===== src/rtl/counter_sweep_ctrl.sv =====
// Sweep controller for an external up/down counter.
// Drives the counter back and forth between two latched limits with optional dwell.
module counter_sweep_ctrl #(
   parameter int WIDTH = 7,
   parameter int CW    = 8
) (
   input  logic             clk,
   input  logic             rst,
   input  logic             start,
   input  logic             stop,
   input  logic [WIDTH-1:0] lo_lim,
   input  logic [WIDTH-1:0] hi_lim,
   input  logic [CW-1:0]    dwell,
   input  logic [CW-1:0]    sweeps,
   input  logic [WIDTH-1:0] cnt_value,
   output logic             cnt_enable,
   output logic             cnt_dir,
   output logic             busy,
   output logic [2:0]       state,
   output logic [CW-1:0]    sweep_cnt,
   output logic             done,
   output logic             cfg_err
);

   typedef enum logic [2:0] {
      IDLE     = 3'd0,
      SEEK     = 3'd1,
      UP       = 3'd2,
      DWELL_HI = 3'd3,
      DOWN     = 3'd4,
      DWELL_LO = 3'd5
   } st_t;

   st_t             st;
   logic [WIDTH-1:0] lo;
   logic [WIDTH-1:0] hi;
   logic [CW-1:0]    dw;
   logic [CW-1:0]    nsw;
   logic [CW-1:0]    dcnt;
   logic [WIDTH-1:0] nxt;
   logic             last_sweep;

   // value the counter takes at the coming edge
   assign nxt = !cnt_enable ? cnt_value :
                cnt_dir     ? cnt_value + WIDTH'(1) :
                              cnt_value - WIDTH'(1);

   assign last_sweep = (nsw != '0) && (sweep_cnt + CW'(1) == nsw);
   assign state = st;

   always_ff @(posedge clk) begin
      if (rst) begin
         st         <= IDLE;
         cnt_enable <= 1'b0;
         cnt_dir    <= 1'b0;
         busy       <= 1'b0;
         sweep_cnt  <= '0;
         done       <= 1'b0;
         cfg_err    <= 1'b0;
         lo         <= '0;
         hi         <= '0;
         dw         <= '0;
         nsw        <= '0;
         dcnt       <= '0;
      end else begin
         done <= 1'b0;
         if (stop) begin
            st         <= IDLE;
            cnt_enable <= 1'b0;
            busy       <= 1'b0;
         end else begin
            case (st)
               IDLE: begin
                  if (start) begin
                     if (hi_lim > lo_lim) begin
                        lo        <= lo_lim;
                        hi        <= hi_lim;
                        dw        <= dwell;
                        nsw       <= sweeps;
                        sweep_cnt <= '0;
                        cfg_err   <= 1'b0;
                        busy      <= 1'b1;
                        st        <= SEEK;
                     end else begin
                        cfg_err <= 1'b1;
                     end
                  end
               end
               SEEK: begin
                  if (nxt == lo) begin
                     st <= UP;
                     // arriving from above: pause one cycle before turning
                     if (cnt_enable && !cnt_dir) begin
                        cnt_enable <= 1'b0;
                     end else begin
                        cnt_enable <= 1'b1;
                        cnt_dir    <= 1'b1;
                     end
                  end else if (!cnt_enable) begin
                     cnt_enable <= 1'b1;
                     cnt_dir    <= (cnt_value < lo);
                  end
               end
               UP: begin
                  if (cnt_enable && cnt_dir && cnt_value == hi - WIDTH'(1)) begin
                     if (dw == '0) begin
                        st      <= DOWN;
                        cnt_dir <= 1'b0;
                     end else begin
                        st         <= DWELL_HI;
                        cnt_enable <= 1'b0;
                        dcnt       <= dw;
                     end
                  end else begin
                     cnt_enable <= 1'b1;
                     cnt_dir    <= 1'b1;
                  end
               end
               DWELL_HI: begin
                  if (dcnt <= CW'(1)) begin
                     st         <= DOWN;
                     cnt_enable <= 1'b1;
                     cnt_dir    <= 1'b0;
                  end else begin
                     dcnt <= dcnt - CW'(1);
                  end
               end
               DOWN: begin
                  if (cnt_enable && !cnt_dir && cnt_value == lo + WIDTH'(1)) begin
                     sweep_cnt <= sweep_cnt + CW'(1);
                     if (last_sweep) begin
                        st         <= IDLE;
                        busy       <= 1'b0;
                        cnt_enable <= 1'b0;
                        done       <= 1'b1;
                     end else if (dw != '0) begin
                        st         <= DWELL_LO;
                        cnt_enable <= 1'b0;
                        dcnt       <= dw;
                     end else begin
                        st      <= UP;
                        cnt_dir <= 1'b1;
                     end
                  end else begin
                     cnt_enable <= 1'b1;
                     cnt_dir    <= 1'b0;
                  end
               end
               DWELL_LO: begin
                  if (dcnt <= CW'(1)) begin
                     st         <= UP;
                     cnt_enable <= 1'b1;
                     cnt_dir    <= 1'b1;
                  end else begin
                     dcnt <= dcnt - CW'(1);
                  end
               end
               default: begin
                  st         <= IDLE;
                  busy       <= 1'b0;
                  cnt_enable <= 1'b0;
               end
            endcase
         end
      end
   end

endmodule


===== config.mk =====
export PLATFORM = sky130hd
export DESIGN_NAME = counter_sweep_ctrl
export DESIGN_NICKNAME = d
export VERILOG_FILES = /design/src/rtl/counter_sweep_ctrl.sv
export SDC_FILE = /design/constraint.sdc
export NUM_CORES = 1
export LEC_CHECK = 0
export CAP_MARGIN = 30
export CORE_ASPECT_RATIO = 1.5
export CORE_UTILIZATION = 44
export CTS_CLUSTER_SIZE = 14
export DETAILED_ROUTE_END_ITERATION = 8
export DONT_BUFFER_PORTS = 1
export GPL_TIMING_DRIVEN = 0
export PLACE_DENSITY = 0.68
export SLEW_MARGIN = 20
export SYNTH_ARGS = -nofsm -noshare
export SYNTH_HDL_FRONTEND = slang
export SYNTH_SLANG_ARGS = --single-unit
export TNS_END_PERCENT = 100

===== constraint.sdc =====
create_clock -name clk -period 2.68 [get_ports clk]
set_input_delay 0.268 -clock clk [delete_from_list [all_inputs] [get_ports clk]]
set_output_delay 0.268 -clock clk [all_outputs]
set_load 0.05 [all_outputs]

==> reports/summary.txt, run 1 <==
Total internal power -> 1.39 mW
Initial antenna violation count -> 0
Crit. path cell count -> 8
LEAKAGE -> 1.74 nW
Simple-gate share of the synthesized area -> 26.0%
Clock transition at path regs -> 0.07 ns
Worst slack, placed -> -0.590 ns
Power per cell area -> 397 nW/µm²
Cell Area, Placed -> 4260 µm²
CTS tree -> yes
Synth Area in Compound Gates -> 23.0%
Drt pass-1 iters -> 4
Status -> finished with violations
Clock sinks -> 54
CTS max path bufs -> 2
Die Span Y -> 120 µm
Failing checks -> negative setup slack
Post-Synth XOR/XNOR Area -> 7.93%
Drt via density -> 6.01
EDFF count, synth -> 0
RSZ-0062 raised after global routing -> yes
# IOs -> 57
CP Class -> reg2reg
Worst Setup EP -> sweep_cnt[7]
Leading cell type in the layout, fill and taps excluded -> nand2_1
Adder-cell area share of the yosys netlist -> 7.84%
Final worst setup slack -> -0.144 ns
Post-route cell area -> 4970 µm²
GRT overflow -> 0
Max Slew Vio Count -> 0
Crit Path Max Fanout -> 3
Critical Path Start -> lo[1]
DRC -> 0
Flop2flop setup slack -> -0.14 ns
Max Cap Violations -> 0
FF+latch count, synth -> 54
HPWL after DPL -> 8900 µm
Crit-path cells -> ha_4 > xor2_1 > or4_4 > or4b_4 > o21ai_4 > o21ai_4 > or4_4 > a21oi_2
Crit share post-route -> 105%
Worst setup EP type -> flip-flop
Asr flop ratio synth -> 0%
Skew final -> 0.0100 ns
Sequential area share after synthesis -> 26.5%
Mapped cell area -> 4090 µm²
Minimum clock period -> 2.82 ns
Vias in the first global route -> 4026
Antenna Nets Post-Route -> 0
Die X -> 80.7 µm
Largest family of logic cells by synthesized area -> simple AND/OR/NAND/NOR gates
Root buf cell -> clkbuf_16
Slew margin rel. -> 39.9%
Critical path buffers and inverters -> 0
Psw -> 0.589 mW
Sequential power share -> 43.8%
Worst hold path type -> in2reg
Number of inserted diodes -> 0
Hold buffers post-CTS -> 0
Count of cell types in the netlist -> 72
Post-DR wirelength/cell -> 17.7 µm
Area Overhead vs Synth -> 21.7%
Via count -> 4064
Worst EP required -> 2.90 ns
Peak Freq -> 354 MHz
Die ar. -> 9680 µm²
Syn Nets -> 606
Reg2reg path depth -> 8
H-tree depth -> 2
Post-synthesis mux area share -> 1.50%
Ys flop type -> dfxtp_1
Starting Density -> 45.7%
Most frequent cells in the layout -> nand2_1, a21oi_1, dfxtp_1
Tightest Pin Transition -> 0.894 ns
TritonCTS buffer count -> 5
Combinational power share -> 22.5%
Startpoint Class -> flip-flop
Pin count of the biggest net entering global routing -> 17
Worst path slowest cell -> or4b_4
Crit path largest cell delay -> 0.60 ns
Hold Violations, Final -> 0
Synth warn -> 0
Worst R2R Start -> lo[1]
Worst-skew pair later-pin latency -> 0.30 ns
Layout cells sized above 1 -> 20.8%
Global-route usage over all layers -> 25.2%
Core Region -> 8930 µm²
PortBufs -> 0
Gpl congestion -> 0.929
Switch share -> 29.8%
Final net count -> 631
End of the worst register-to-register path -> sweep_cnt[7]
Global-route wire length before repair -> 18900 µm
Syn avg cell area -> 7.57 µm²
DR iter-0 viols -> 301
Routed wire length -> 12000 µm
Setup violators final -> 5
Clock Power Share -> 33.8%
Critical Path AT -> 3.05 ns
Critical path's top delay family -> simple AND/OR/NAND/NOR gates
Row count -> 42
Maximum vdd drop -> 0.346 mV
Post-Syn Instances -> 540
-- stage by stage --
step	power (mW)	utilization, %	std cells	hold slack [ns]	setup TNS (ns)
detailed placement	1.24	47.7	650	0.411	-11.41
finish	1.97	55.6	676	0.102	-0.206
CTS	1.96	53.4	674	0.0971	-0.243
global placement	1.23	47.7	650	0.406	-10.18
global route	2.06	55.6	676	0.0978	-1.23
floorplan	1.16	-	540	0.401	0
-- layout make-up --
class                      count  area, µm²
sequential                    54       1120
clock buffer                   6        139
clock inverter                 2       11.3
tap                          110        138
inverter                      35        139
multi-input combinational    423       3100
timing repair buffer          18        139
fill                         840       3960
buffer                        28        191
-- Yosys cell counts, drive strengths merged, types with 9 or more instances --
library cell   n  share of area (%)
nand2         82                7.5
xnor2         23                4.9
buf            9                1.5
o21ai         21                3.1
nor2          36                3.3
dfxtp         54                 26
a21oi         59                7.2
nand3         17                2.1
ha            24                7.4
clkbuf        19                2.5
inv           34                3.1
xor2          14                3.0
-- cells by family after synthesis --
family	after synthesis
simple gates	211
mux	6
fa+ha+maj	25
compound gates	144
buf+inv	63
xor+xnor	37
flops	54
-- how the worst min path moves through the flow --
stage	cells after the start	start	slack, ns	to
global placement	2	sweeps[7]	0.41	nsw[7]
finish	2	lo_lim[3]	0.10	lo[3]
floorplan	2	dwell[2]	0.40	dw[2]
CTS	2	lo_lim[1]	0.1	lo[1]
global route	2	dwell[2]	0.1	dw[2]
detailed placement	2	dwell[2]	0.41	dw[2]
-- per-layer routing --
layer	routed length [µm]	GRT usage (%)	share of wire, %	vias up
met5	0	0	0	-
met1	4570	26.0	38	1922
met3	589	5.02	4.9	50
met2	6160	45.4	52	119
li1	-	-	-	1973
met4	631	15.4	5.3	0
-- sequential cells by signal (all words and copies together), names as in the netlist --
| register | flops |
|---|---|
| busy | 1 |
| cfg_err | 1 |
| cnt_dir | 1 |
| cnt_enable | 1 |
| dcnt | 8 |
| done | 1 |
| dw | 8 |
| hi | 7 |
| lo | 7 |
| nsw | 8 |
| state | 3 |
| sweep_cnt | 8 |
-- power groups by stage --
stage | sequential (mW) | combinational [mW] | clock (mW)
final | 0.864 | 0.444 | 0.667
after global routing | 0.867 | 0.487 | 0.706
after CTS | 0.864 | 0.416 | 0.680
after detailed placement | 0.883 | 0.362 | 0
after global placement | 0.882 | 0.350 | 0
after floorplan | 0.874 | 0.287 | 0
-- timing repair --
item	in CTS	in global routing
pin swaps	18	12
setup buffers	16	2
setup endpoints to repair	50	41
resized for setup	50	47
(Power assumes the default switching activity.)
==> inputs of run 2 (changes only) <==
--- a/config.mk
+++ b/config.mk
@@ -7,8 +7,8 @@
 export LEC_CHECK = 0
 export CAP_MARGIN = 30
 export CORE_ASPECT_RATIO = 1.5
+export CORE_MARGIN = 5
 export CORE_UTILIZATION = 44
-export CTS_CLUSTER_SIZE = 14
 export DETAILED_ROUTE_END_ITERATION = 8
 export DONT_BUFFER_PORTS = 1
 export GPL_TIMING_DRIVEN = 0
==> reports/summary.txt, run 2 (synthesis results as in run 1) <==
Status -> finished with violations
Failing checks -> negative setup slack
Power, Total -> 1.98 mW (+0.51%)
DR iter-0 viols -> 242 (-20%)
Die X -> 88.7 µm (+9.9%)
RSZ-0062 raised after global routing -> yes
Core Region -> 9150 µm² (+2.4%)
Power per cell area -> 390 nW/µm² (-1.8%)
Worst-skew pair later-pin latency -> 0.30 ns (about the same)
Cell Area, Placed -> 4260 µm² (about the same)
Crit share post-route -> 103% (-2.3 points)
Row count -> 43 (+2.4%)
Max Cap Violations -> 0 (unchanged)
Final net count -> 633 (+0.32%)
Max Slew Vio Count -> 0 (unchanged)
Worst hold path type -> in2reg
CP Class -> reg2reg
Post-DR wirelength/cell -> 17.9 µm (+1.5%)
Layout cells sized above 1 -> 23.8% (+2.9 points)
# IOs -> 57 (unchanged)
Starting Density -> 44.7% (-1.1 points)
Global-route usage over all layers -> 21.5% (-3.7 points)
GRT overflow -> 0 (unchanged)
Setup violators final -> 9 (+4)
Clock transition at path regs -> 0.08 ns (about the same)
Die Span Y -> 128 µm (+6.7%)
CTS max path bufs -> 2 (unchanged)
Post-route cell area -> 5090 µm² (+2.3%)
Final worst setup slack -> -0.0839 ns (+0.0603 ns)
Area Overhead vs Synth -> 24.5%
Drt via density -> 5.96 (-0.86%)
DRC -> 0 (unchanged)
Global-route wire length before repair -> 19500 µm (+3.5%)
LEAKAGE -> 1.76 nW (+1.2%)
Worst setup EP type -> flip-flop
Routed wire length -> 12200 µm (+2.1%)
Drt pass-1 iters -> 5 (+1)
Minimum clock period -> 2.76 ns (-0.0603 ns)
HPWL after DPL -> 8920 µm (+0.25%)
Gpl congestion -> 0.885 (-4.6%)
CTS tree -> yes
Maximum vdd drop -> 0.437 mV (+26%)
PortBufs -> 0 (unchanged)
Critical Path AT -> 2.99 ns (-0.06 ns)
Worst hold slack -> 0.0962 ns (-0.00571 ns)
Layout fillers -> 829 (-1.3%)
Antenna Nets Post-Route -> 0 (unchanged)
Slew margin rel. -> 46.7% (+6.8 points)
Tightest Pin Transition -> 0.799 ns (-0.0955 ns)
Worst EP required -> 2.91 ns (about the same)
Die ar. -> 11400 µm² (+17%)
TritonCTS buffer count -> 5 (unchanged)
Skew final -> 0.0127 ns (+0.00272 ns)
Peak Freq -> 362 MHz (+2.2%)
Initial antenna violation count -> 0 (unchanged)
Via count -> 4053 (-0.27%)
Pin count of the biggest net entering global routing -> 19 (+2)
H-tree depth -> 2 (unchanged)
Crit Path Max Fanout -> 10 (+7)
Number of inserted diodes -> 0 (unchanged)
Placed cells -> 652 (+0.31%)
Leading cell type in the layout, fill and taps excluded -> nand2_1
Hold Violations, Final -> 0 (unchanged)
Clock sinks -> 54 (unchanged)
Root buf cell -> clkbuf_16
Filler-free cell count of the finished design -> 680 (+0.59%)
Most frequent cells in the layout -> nand2_1, a21oi_1, dfxtp_1
Vias in the first global route -> 4166 (+3.5%)
Startpoint Class -> flip-flop
==> run 2: final cells by class <==
cell class	count	area [µm²]	area share [%]
repair buffers	20	149	2.93
flip-flops and latches	54	1120	22.0
clock inverters	3	23.8	0.467
plain buffers	28	198	3.89
well taps	112	140	2.76
clock buffers	5	125	2.46
inverters	35	139	2.73
multi-input cells	423	3190	62.8
==> run 2: through the flow <==
step / utilization (%) / TNS (ns) / setup WS, ns
3_5_place_dp: 46.6 / -11.89 / -0.571
3_3_place_gp: 46.6 / -9.89 / -0.547
5_1_grt: 55.6 / -0.955 / -0.145
6_report: 55.6 / -0.309 / -0.0839
2_1_floorplan: - / 0 / 0.00361
4_1_cts: 51.6 / -0.585 / -0.207
==> run 2: critical path: stages (launching register included) <==
cell and delay, ns:
dfxtp_4 0.36, ha_4 0.24, xor2_2 0.14, or4_4 0.55, buf_4 0.16, nor4b_4 0.28, nand4_1 0.15, a31o_4 0.26
buf_6 0.14, or2_2 0.29, a21oi_1 0.12
==> run 2: final timing paths <==
path                  start      end  slack (ns)  cells past startpoint
setup / recovery      lo[0]  dcnt[7]       -0.08                     10
hold / removal    sweeps[7]   nsw[7]         0.1                      2
setup reg to reg      lo[0]  dcnt[7]       -0.08                     10
hold reg to reg       dw[7]    dw[7]        0.48                      2
==> run 2: repair_timing <==
action | 4_1_cts | 5_1_grt
setup buffers | 10 | 9
pin swaps | 17 | 33
endpoints found under the setup margin | 51 | 39
gates resized for setup | 50 | 66
hold buffers | 0 | 0
==> run 2: layer usage <==
layer	global-route usage, %	vias up	wire [µm]
li1	-	1985	-
met3	4.89	26	733
met2	39.7	119	6620
met1	23.4	1923	4550
met5	0	-	0
met4	7.30	0	301
==> run 2: where the power goes <==
group	switching [mW]	total [mW]	internal (mW)
clock network	0.316	0.666	0.350
registers	0.0444	0.862	0.818
logic	0.255	0.456	0.202
total	0.615	1.98	1.37
==> inputs of run 3 (changes only) <==
--- a/config.mk
+++ b/config.mk
@@ -8,11 +8,12 @@
 export CAP_MARGIN = 30
 export CORE_ASPECT_RATIO = 1.5
 export CORE_MARGIN = 5
-export CORE_UTILIZATION = 44
+export CORE_UTILIZATION = 41
+export CTS_CLUSTER_SIZE = 25
 export DETAILED_ROUTE_END_ITERATION = 8
 export DONT_BUFFER_PORTS = 1
 export GPL_TIMING_DRIVEN = 0
-export PLACE_DENSITY = 0.68
+export PLACE_DENSITY = 0.67
 export SLEW_MARGIN = 20
 export SYNTH_ARGS = -nofsm -noshare
 export SYNTH_HDL_FRONTEND = slang
==> reports/summary.txt, run 3 (synthesis results as in run 1) <==
Status -> finished with violations
Failing checks -> negative setup slack
PortBufs -> 0 (unchanged)
Root buf cell -> clkbuf_16
Die ar. -> 12100 µm² (+6.6%)
Die X -> 91.5 µm (+3.2%)
Placed cells -> 655 (+0.46%)
# IOs -> 57 (unchanged)
Most frequent cells in the layout -> nand2_1, a21oi_1, dfxtp_1
Final Util -> 52.1% (-3.5 points)
Hold Violations, Final -> 0 (unchanged)
Worst hold path type -> in2reg
Critical path buffers and inverters -> 2 (unchanged)
Initial antenna violation count -> 0 (unchanged)
Final net count -> 635 (+0.32%)
Setup violators final -> 5 (-4)
Critical Path AT -> 2.96 ns (-0.03 ns)
Skew final -> 0.00576 ns (-0.00698 ns)
Startpoint Class -> flip-flop
Core Region -> 9740 µm² (+6.5%)
CP Class -> reg2reg
DR iter-0 viols -> 190 (-21%)
Global-route usage over all layers -> 19.9% (-1.6 points)
Worst-skew pair later-pin latency -> 0.29 ns (about the same)
Clock sinks -> 54 (unchanged)
Crit Path Max Fanout -> 5 (-5)
Filler-free cell count of the finished design -> 685 (+0.74%)
Max Cap Violations -> 0 (unchanged)
Layout cells sized above 1 -> 21.4% (-2.4 points)
CTS tree -> yes
Crit path largest cell delay -> 0.49 ns (-0.06 ns)
Setup TNS -> -0.178 ns (+0.131 ns)
Multi-input logic area -> 3120 µm² (-2.2%)
H-tree depth -> 2 (unchanged)
Post-DR wirelength/cell -> 17.9 µm (-0.24%)
Critical path's top delay family -> simple AND/OR/NAND/NOR gates
Minimum clock period -> 2.74 ns (-0.0289 ns)
Post-route cell area -> 5080 µm² (-0.20%)
Layout fillers -> 919 (+11%)
Starting Density -> 41.9% (-2.7 points)
Area Overhead vs Synth -> 24.3%
Leading cell type in the layout, fill and taps excluded -> nand2_1
Clock transition at path regs -> 0.07 ns (about the same)
LEAKAGE -> 1.81 nW (+2.6%)
Tightest Pin Transition -> 0.807 ns (+0.00882 ns)
Crit share post-route -> 102% (-1.1 points)
TritonCTS buffer count -> 5 (unchanged)
Die Span Y -> 132 µm (+3.3%)
GRT overflow -> 0 (unchanged)
Slew margin rel. -> 46.1% (-0.59 points)
RSZ-0062 raised after global routing -> yes
Routed wire length -> 12300 µm (+0.49%)
Peak Freq -> 366 MHz (+1.1%)
Vias in the first global route -> 4116 (-1.2%)
Maximum vdd drop -> 0.353 mV (-19%)
Gpl congestion -> 0.926 (+4.6%)
Hold buffers post-CTS -> 0 (unchanged)
Max Slew Vio Count -> 0 (unchanged)
Via count -> 4080 (+0.67%)
CTS max path bufs -> 2 (unchanged)
Number of inserted diodes -> 0 (unchanged)
Sequential cell area -> 1120 µm² (+0.45%)
Worst setup EP type -> flip-flop
Final worst setup slack -> -0.0550 ns (+0.0289 ns)
Power per cell area -> 394 nW/µm² (+0.85%)
Antenna Nets Post-Route -> 0 (unchanged)
Worst EP required -> 2.91 ns (about the same)
Cell Area, Placed -> 4260 µm² (about the same)
Crit-path cells -> ha_4 > xor2_1 > or4_4 > buf_6 > nor4b_4 > nand4_1 > a31o_4 > buf_8 > or2_2 > a21oi_2
Global-route wire length before repair -> 19700 µm (+0.71%)
Row count -> 44 (+2.3%)
DRC -> 0 (unchanged)
HPWL after DPL -> 9040 µm (+1.3%)
Drt via density -> 5.96 (about the same)
Drt pass-1 iters -> 5 (unchanged)
Pin count of the biggest net entering global routing -> 17 (-2)
Worst path slowest cell -> or4_4
Power, Total -> 2.00 mW (+0.65%)
-- run 3: cell types whose count changed in the layout (fill, tap and decap cells not counted), sizes merged --
| cell | previous run | this run |
|---|---|---|
| buf | 28 | 30 |
| inv | 35 | 34 |
| clkinvlp | 2 | 0 |
| clkinv | 1 | 3 |
| clkbuf | 25 | 26 |
-- run 3: final timing paths --
kind | start | to | slack (ns) | cells after the start
max reg2reg | lo[1] | dcnt[7] | -0.06 | 10
min | lo_lim[3] | lo[3] | 0.10 | 2
min reg2reg | dw[2] | dw[2] | 0.47 | 2
max | lo[1] | dcnt[7] | -0.06 | 10
-- run 3: final cells by class --
type                    instances  share of cell area [%]
plain buffers                  28                    3.82
well taps                     115                    2.83
clock inverters                 2                   0.197
clock buffers                   6                    2.96
repair buffers                 22                    3.77
multi-input cells             423                    61.5
inverters                      35                    2.74
flip-flops and latches         54                    22.2
-- run 3: repair_timing --
action                                  CTS  global route
endpoints found under the setup margin   50            38
gates cloned                              0             1
buffers inserted                         12             8
resized for setup                        56            46
pin swaps                                23            23
-- run 3: layer usage --
| layer | GRT usage (%) | vias up | share of wire (%) |
|---|---|---|---|
| met4 | 9.65 | 0 | 4.7 |
| met5 | 0 | - | 0 |
| met1 | 21.6 | 1917 | 37 |
| li1 | - | 1984 | - |
| met2 | 35.7 | 140 | 51 |
| met3 | 4.74 | 39 | 7.5 |
-- run 3: power breakdown --
group / internal (mW) / total (mW) / switching, mW
Clock: 0.400 / 0.692 / 0.292
Combinational: 0.195 / 0.445 / 0.249
Sequential: 0.816 / 0.861 / 0.0447
-- run 3: through the flow --
stage,worst slack (ns),hold WS [ns]
after floorplan,0.00361,0.401
after global routing,-0.223,0.107
final,-0.0550,0.103
after CTS,-0.0804,0.101
after detailed placement,-0.549,0.413
after global placement,-0.564,0.406
